==> src/rtl/mc_control_unit.sv <==
// Multi-cycle MIPS control FSM: sequences IF/ID/EXE/MEM/WB and decodes every datapath enable.
// Latency: j/jal/jr 2 cycles, beq/bne 3, R/addi/ori/sw 4, lw 5; halt parks in HALT until Reset.
// No backpressure; MCCU_ILLEGAL_TRAP_EN turns undefined encodings into a sticky HALT trap.
module mc_control_unit (
  input  logic       CLK,
  input  logic       Reset,
  input  logic [5:0] opcode,
  input  logic [5:0] funct,
  input  logic       zero,
  output logic [2:0] state,
  output logic       PCWre,
  output logic [1:0] PCSrc,
  output logic       IRWre,
  output logic       RegWre,
  output logic [1:0] RegDst,
  output logic       WrRegDSrc,
  output logic       DBDataSrc,
  output logic       ALUSrcB,
  output logic       ExtSel,
  output logic [2:0] ALUOp,
  output logic       mRD,
  output logic       mWR,
  output logic       illegal
);

  typedef enum logic [2:0] {
    S_IF   = 3'd0,
    S_ID   = 3'd1,
    S_EXE  = 3'd2,
    S_MEM  = 3'd3,
    S_WB   = 3'd4,
    S_HALT = 3'd7
  } state_t;

  localparam logic [5:0] OP_R    = 6'b000000;
  localparam logic [5:0] OP_J    = 6'b000010;
  localparam logic [5:0] OP_JAL  = 6'b000011;
  localparam logic [5:0] OP_BEQ  = 6'b000100;
  localparam logic [5:0] OP_BNE  = 6'b000101;
  localparam logic [5:0] OP_ADDI = 6'b001000;
  localparam logic [5:0] OP_ORI  = 6'b001101;
  localparam logic [5:0] OP_LW   = 6'b100011;
  localparam logic [5:0] OP_SW   = 6'b101011;
  localparam logic [5:0] OP_HALT = 6'b111111;

  localparam logic [5:0] FN_ADD  = 6'b100000;
  localparam logic [5:0] FN_SUB  = 6'b100010;
  localparam logic [5:0] FN_AND  = 6'b100100;
  localparam logic [5:0] FN_OR   = 6'b100101;
  localparam logic [5:0] FN_SLT  = 6'b101010;
  localparam logic [5:0] FN_JR   = 6'b001000;

  localparam logic [2:0] ALU_ADD = 3'b000;
  localparam logic [2:0] ALU_SUB = 3'b001;
  localparam logic [2:0] ALU_AND = 3'b010;
  localparam logic [2:0] ALU_OR  = 3'b011;
  localparam logic [2:0] ALU_SLT = 3'b100;

  localparam logic [1:0] PC_SEQ  = 2'b00;
  localparam logic [1:0] PC_BR   = 2'b01;
  localparam logic [1:0] PC_RS   = 2'b10;
  localparam logic [1:0] PC_JMP  = 2'b11;

  localparam logic [1:0] DST_RA  = 2'b00;
  localparam logic [1:0] DST_RT  = 2'b01;
  localparam logic [1:0] DST_RD  = 2'b10;

  state_t cur_state;
  state_t nxt_state;

  // Instruction decode from the held IR fields
  logic is_r, is_j, is_jal, is_jr, is_beq, is_bne;
  logic is_addi, is_ori, is_lw, is_sw, is_halt;
  logic r_alu_fn, op_known, undef_enc, br_taken;
  logic [2:0] r_alu_op;

  always_comb begin
    is_r     = (opcode == OP_R);
    is_j     = (opcode == OP_J);
    is_jal   = (opcode == OP_JAL);
    is_beq   = (opcode == OP_BEQ);
    is_bne   = (opcode == OP_BNE);
    is_addi  = (opcode == OP_ADDI);
    is_ori   = (opcode == OP_ORI);
    is_lw    = (opcode == OP_LW);
    is_sw    = (opcode == OP_SW);
    is_halt  = (opcode == OP_HALT);
    is_jr    = is_r && (funct == FN_JR);

    r_alu_fn = 1'b1;
    r_alu_op = ALU_ADD;
    case (funct)
      FN_ADD:  r_alu_op = ALU_ADD;
      FN_SUB:  r_alu_op = ALU_SUB;
      FN_AND:  r_alu_op = ALU_AND;
      FN_OR:   r_alu_op = ALU_OR;
      FN_SLT:  r_alu_op = ALU_SLT;
      default: r_alu_fn = 1'b0;
    endcase

    op_known  = is_r || is_j || is_jal || is_beq || is_bne || is_addi ||
                is_ori || is_lw || is_sw || is_halt;
    undef_enc = !op_known || (is_r && !r_alu_fn && !is_jr);
    br_taken  = (is_beq && zero) || (is_bne && !zero);
  end

  always_ff @(posedge CLK or negedge Reset) begin
    if (!Reset) begin
      cur_state <= S_IF;
    end else begin
      cur_state <= nxt_state;
    end
  end

  // Raw enables; the write strobes are gated with Reset below
  logic       pc_wre, ir_wre, reg_wre, m_rd, m_wr;
  logic [1:0] pc_src, reg_dst;
  logic       wr_reg_d_src, db_data_src, alu_src_b, ext_sel;
  logic [2:0] alu_op;

  always_comb begin
    nxt_state    = S_IF;
    pc_wre       = 1'b0;
    pc_src       = PC_SEQ;
    ir_wre       = 1'b0;
    reg_wre      = 1'b0;
    reg_dst      = DST_RA;
    wr_reg_d_src = 1'b0;
    db_data_src  = 1'b0;
    alu_src_b    = 1'b0;
    ext_sel      = 1'b0;
    alu_op       = ALU_ADD;
    m_rd         = 1'b0;
    m_wr         = 1'b0;

    case (cur_state)
      S_IF: begin
        ir_wre    = 1'b1;
        nxt_state = S_ID;
      end

      S_ID: begin
        if (is_halt) begin
          nxt_state = S_HALT;
        end else if (undef_enc) begin
`ifdef MCCU_ILLEGAL_TRAP_EN
          nxt_state = S_HALT;
`else
          pc_wre    = 1'b1;
          nxt_state = S_IF;
`endif
        end else if (is_j) begin
          pc_wre    = 1'b1;
          pc_src    = PC_JMP;
          nxt_state = S_IF;
        end else if (is_jal) begin
          pc_wre       = 1'b1;
          pc_src       = PC_JMP;
          reg_wre      = 1'b1;
          reg_dst      = DST_RA;
          wr_reg_d_src = 1'b0;
          nxt_state    = S_IF;
        end else if (is_jr) begin
          pc_wre    = 1'b1;
          pc_src    = PC_RS;
          nxt_state = S_IF;
        end else begin
          nxt_state = S_EXE;
        end
      end

      S_EXE: begin
        if (is_addi || is_lw || is_sw) begin
          alu_src_b = 1'b1;
          ext_sel   = 1'b1;
          alu_op    = ALU_ADD;
        end else if (is_ori) begin
          alu_src_b = 1'b1;
          alu_op    = ALU_OR;
        end else if (is_beq || is_bne) begin
          alu_op    = ALU_SUB;
        end else if (is_r) begin
          alu_op    = r_alu_op;
        end

        // Branches resolve here so the PC sees PCSrc before the mid-cycle negedge
        if (is_beq || is_bne) begin
          pc_wre    = 1'b1;
          pc_src    = br_taken ? PC_BR : PC_SEQ;
          nxt_state = S_IF;
        end else if (is_lw || is_sw) begin
          nxt_state = S_MEM;
        end else begin
          nxt_state = S_WB;
        end
      end

      S_MEM: begin
        if (is_sw) begin
          m_wr      = 1'b1;
          pc_wre    = 1'b1;
          nxt_state = S_IF;
        end else if (is_lw) begin
          m_rd      = 1'b1;
          nxt_state = S_WB;
        end else begin
          nxt_state = S_IF;
        end
      end

      S_WB: begin
        reg_wre      = 1'b1;
        pc_wre       = 1'b1;
        reg_dst      = is_r ? DST_RD : DST_RT;
        wr_reg_d_src = 1'b1;
        db_data_src  = is_lw;
        nxt_state    = S_IF;
      end

      S_HALT: begin
        nxt_state = S_HALT;
      end

      default: begin
        nxt_state = S_IF;
      end
    endcase
  end

`ifdef MCCU_ILLEGAL_TRAP_EN
  logic illegal_q;

  always_ff @(posedge CLK or negedge Reset) begin
    if (!Reset) begin
      illegal_q <= 1'b0;
    end else if (cur_state == S_ID && undef_enc && !is_halt) begin
      illegal_q <= 1'b1;
    end
  end

  assign illegal = illegal_q;
`else
  assign illegal = 1'b0;
`endif

  assign state     = cur_state;
  assign PCWre     = pc_wre  & Reset;
  assign IRWre     = ir_wre  & Reset;
  assign RegWre    = reg_wre & Reset;
  assign mRD       = m_rd    & Reset;
  assign mWR       = m_wr    & Reset;
  assign PCSrc     = pc_src;
  assign RegDst    = reg_dst;
  assign WrRegDSrc = wr_reg_d_src;
  assign DBDataSrc = db_data_src;
  assign ALUSrcB   = alu_src_b;
  assign ExtSel    = ext_sel;
  assign ALUOp     = alu_op;

endmodule

==> config.mk <==
export PLATFORM = sky130hd
export DESIGN_NAME = mc_control_unit
export DESIGN_NICKNAME = d
export VERILOG_FILES = /design/src/rtl/mc_control_unit.sv
export SDC_FILE = /design/constraint.sdc
export NUM_CORES = 1
export LEC_CHECK = 0
export CELL_PAD_IN_SITES_DETAIL_PLACEMENT = 0
export CELL_PAD_IN_SITES_GLOBAL_PLACEMENT = 1
export CORE_UTILIZATION = 24
export DETAILED_ROUTE_END_ITERATION = 8
export GPL_TIMING_DRIVEN = 0
export PLACE_DENSITY_LB_ADDON = 0.1
export SYNTH_ARGS = -nofsm -noshare
export SYNTH_HDL_FRONTEND = slang
export SYNTH_SLANG_ARGS = --single-unit
==> constraint.sdc <==
create_clock -name CLK -period 2.85 [get_ports CLK]
set_input_delay 0.285 -clock CLK [delete_from_list [all_inputs] [get_ports CLK]]
set_output_delay 0.285 -clock CLK [all_outputs]
set_load 0.05 [all_outputs]
* Yosys cells after proc, flatten, opt, wreduce, memory -nomap -nowiden *
Cells that the tools add are included.

storage, ports and cells
  output and inout bits = 20
  word-level logic and storage cells = 105
  bits in registers = 3

cells by class
  reductions and logical operators = 27
  equal/unequal tests = 20
  bitwise logic cells = 5
  muxes and demuxes = 52

operators with widths
  operator                                       count
  == test 6 bit, second input constant           8
  two-way mux 3 bit                              10
  two-way mux 1 bit                              26
  two-way mux 2 bit                              11
  == test 6 x 4 -> 1 bit, second input constant  3
  logical OR 1 bit                               15
  one-hot mux 3 bit (5 select lines)             1
  == test 6 x 2 -> 1 bit, second input constant  2
  == test 6 x 3 -> 1 bit, second input constant  2
  one-hot mux 3 bit (4 select lines)             1
  == test 3 x 2 -> 1 bit, second input constant  2
  == test 3 bit, second input constant           2
  logical NOT 6 bit                              1
  AND 1 bit                                      5
  logical AND 1 bit                              5
  OR reduction 5 bit                             1
  logical NOT 1 bit                              4
  one-hot mux 1 bit (4 select lines)             1
  one-hot mux 2 bit (2 select lines)             1
  == test 3 x 1 -> 1 bit, second input constant  1
  logical NOT 3 bit                              1
  one-hot mux 1 bit (2 select lines)             1

* Logic depth before layout (Yosys ltp) *
  depth after elaboration = 16
  depth in mapped cells = 6
  depth with buffers taken out = 4

* Worst setup path before layout *
OpenSTA, ideal clock, no wires.

  kind = input port to output port
  from = input port opcode[4]
  to = output port ALUOp[2]
  arrival = 3.137 ns
  path buffers = 1
  stages on the path = 4
  required time = 2.565 ns
  setup slack = -0.572 ns
  cell sequence = clkbuf_1 > or4_4 > or4_4 > nor4b_1

between the ends
  longest elaborated chain between the ends = 6
  elaborated cells on any way between the ends = 15
  classes of those cells = eq/ne: 6; mux: 5; reduce/logical: 4

ends and longest elaborated chain
  element                                                line      text
  start: declaration                                     7         input logic [5:0] opcode,
  logical NOT 6 bit (tied with other cells)              78        is_r = (opcode == OP_R);
  two-way mux 3 bit or logical OR 1 bit (tied branches)  182, 180
  two-way mux 3 bit                                      180       end else if (is_beq || is_bne) begin
  two-way mux 3 bit                                      177       end else if (is_ori) begin
  two-way mux 3 bit (*)                                  173       if (is_addi || is_lw || is_sw) begin
  two-way mux 3 bit (*)                                  136       case (cur_state)
  end: declaration                                       20        output logic [2:0] ALUOp,

Every way passes the cells marked *; elsewhere a longest branch is shown, timed or not.

* Worst setup path in the final report *
  from = input port opcode[3]
  to = output port ALUOp[2]

Same word-level chain as after synthesis.

==> out/results.tsv <==
metric	value	unit
outcome	complete, no violations	
p_per_area	178	mW/mm^2
numPortBuffers	30	
numCtsBuffers	3	
r2r-end	state[1]	
drt_first_iter_violations	19	
critPathCapture	ALUOp[2]	
ys_seq_elements	3	
irDropWorstVdd	0.000109	V
dieWidth	52.5	microns
worstSetupStartpoint	opcode[3]	
drtAntennaViolNets	0	
worstSkewPairLatency	0.23	ns
rr_startpoint	state[2]	
skew	0.00430	ns
synth_edf_count	0	
place_congestion	0.856	
crit_required	2.57	ns
async_flop_share	1.00	
grtUsageTotal	0.141	
start_util	0.266	
min_period_over_period	0.979	
drc_errors	0	
antenna_cells	0	
dpl_worst_slack	-0.549	ns
fmax	358	MHz
fp.dieArea	0.00276	sq mm
htreeDepth	1	
slew-limit-headroom	0.659	
critPathArrivalTime	2.51	ns
sw_frac_of_total	0.289	
min_period	2.79	ns
ioPinCount	35	
grt_max_degree	11	
synth_area_per_cell	6.58	sq um
cts_hold_buf	0	
p_comb_frac	0.326	
setup_violations	0	
crit_fanout	5	
seqPwrFrac	0.250	
drive_gt1_frac	0.181	
cts_tree	yes	
maxSlewViolCount	0	
clk_pin_slew	0.04	ns
r2r_slack	1.21	ns
largest_reg_flops	3	
root_buffer	clkbuf_4	
ys_warn_count	0	
synth_ff_type	dfrtp_1	
leakage	0.372	nW
die_h	52.5	microns
synth_fp_nets	108	
ys_seq_area_frac	0.123	
finalNetCount	143	
final.setup.worst_slack	0.0597	ns
first_pass_iters	5	
pwr-share-clk	0.424	
grt_pass1_vias	656	
clock-sinks	3	
area_growth	57.1	%
p_switching	0.0495	mW
netlist_instances	93	
wl_per_cell	12.3	microns
routed_wirelength	1.91	mm
whs	0.254	ns
synth_area_leaders	dfrtp_1 (12%), nand3_1 (5.7%), nand2b_1 (5.1%), nor2_1 (4.9%), nand2_1 (4.3%)	
avgViaCountPerCell	5.34	
rsz0062_at_grt	false	
ff2ff_path_depth	4	
power.internal	0.122	mW
maxCapViolations	0	
cp-start-kind	primary input	
antenna_found_initial	0	
syn_area	612	sq um
row_count	17	
vias	827	
cts_resized	19	
synth.distinct_cells	37	
post_cts_buffers	0	
hold_path.class	in -> async	
fillCellCount	264	
hold_viol	0	
clockBufferDepth	2	
synth_top_area_share	0.123	
yosysTopAreaCell	dfrtp_1	
design.core.area	0.00230	sq mm
hpwl	1.54	mm
gr-total-overflow	0	
critical_path_class	in -> out	
endpoint_kind	output port	
grt_first_pass_wirelength	2.94	mm
tightest_slew	0.510	ns
-- critical path, stage by stage --
cell,delay [ns]
clkdlybuf4s50_1,0.44
or4_4,0.56
or4_4,0.53
nor4b_2,0.28
clkdlybuf4s15_2,0.41
-- layout make-up --
type | instances | area (sq um) | share of cell area
buffer | 8 | 41.3 | 0.0430
multi-input combinational | 76 | 485 | 0.505
clock buffer | 4 | 26.3 | 0.0273
tap | 28 | 35.0 | 0.0365
timing repair buffer | 30 | 275 | 0.286
inverter | 6 | 22.5 | 0.0234
sequential | 3 | 75.1 | 0.0781
-- layer usage --
| metal | vias to the layer above | track usage | part of all wire |
|---|---|---|---|
| li1 | 415 | - | - |
| met1 | 376 | 0.194 | 0.43 |
| met2 | 36 | 0.232 | 0.50 |
| met3 | 0 | 0.0232 | 0.074 |
| met4 | 0 | 0.0175 | 0 |
| met5 | - | 0 | 0 |
-- synth_stat cells, drive strengths merged, types with 2 or more instances --
| cell type | instances |
|---|---|
| clkbuf | 6 |
| nor4 | 4 |
| or3b | 3 |
| nor4b | 3 |
| buf | 2 |
| a21oi | 6 |
| nand2 | 7 |
| o22a | 2 |
| o21ai | 4 |
| inv | 6 |
| or4 | 3 |
| or2 | 2 |
| nor3 | 2 |
| dfrtp | 3 |
| nor2 | 8 |
| nand3 | 7 |
| nand3b | 2 |
| nand4 | 3 |
| nand2b | 5 |
-- cells in the final DEF, fill, tap and decap left out, types with 5 or more instances in the layout --
| cell | count |
|---|---|
| clkbuf_1 | 7 |
| a21oi_1 | 5 |
| clkdlybuf4s50_1 | 18 |
| nand2b_1 | 5 |
| clkbuf_2 | 6 |
| nor2_1 | 8 |
| nand3_1 | 7 |
| inv_1 | 6 |
| nand2_1 | 7 |
-- power by group through the flow --
| stage | registers (mW) | logic (mW) | clock network, mW |
|---|---|---|---|
| after global routing | 0.0427 | 0.0606 | 0.0845 |
| after floorplan | 0.0434 | 0.0289 | 0 |
| after global placement | 0.0434 | 0.0547 | 0 |
| final | 0.0429 | 0.0558 | 0.0727 |
| after detailed placement | 0.0434 | 0.0549 | 0 |
| after CTS | 0.0428 | 0.0557 | 0.0755 |
-- through the flow --
| stage | area, sq um | total power, mW | utilization | instances | setup TNS, ns |
|---|---|---|---|---|---|
| final | 961 | 0.171 | 0.418 | 155 | 0 |
| after global routing | 961 | 0.188 | 0.418 | 155 | 0 |
| after CTS | 975 | 0.174 | 0.424 | 155 | 0 |
| after detailed placement | 953 | 0.0983 | 0.415 | 151 | -2.35 |
| after global placement | 953 | 0.0980 | 0.415 | 151 | -2.61 |
| after floorplan | 618 | 0.0723 | - | 93 | 0 |
-- kinds of logic (layout without fill, tap and decap cells) --
| group | count (synthesis) | in the layout | synth area share |
|---|---|---|---|
| compound gates | 21 | 21 | 0.237 |
| simple gates | 52 | 52 | 0.499 |
| flops | 3 | 3 | 0.123 |
| other cells | 1 | 1 | 0.00613 |
| buf+inv | 14 | 48 | 0.104 |
| xor+xnor | 1 | 1 | 0.0143 |
| mux | 1 | 1 | 0.0164 |
-- how the worst min path moves through the flow --
stage	start	endpoint	slack, ns
floorplan	Reset	state[0]	-0.01
global placement	Reset	state[1]	0.49
detailed placement	Reset	state[1]	0.49
CTS	Reset	state[1]	0.25
global route	Reset	state[1]	0.25
finish	Reset	state[1]	0.25
Note: power is estimated with default switching activity, not from simulation.
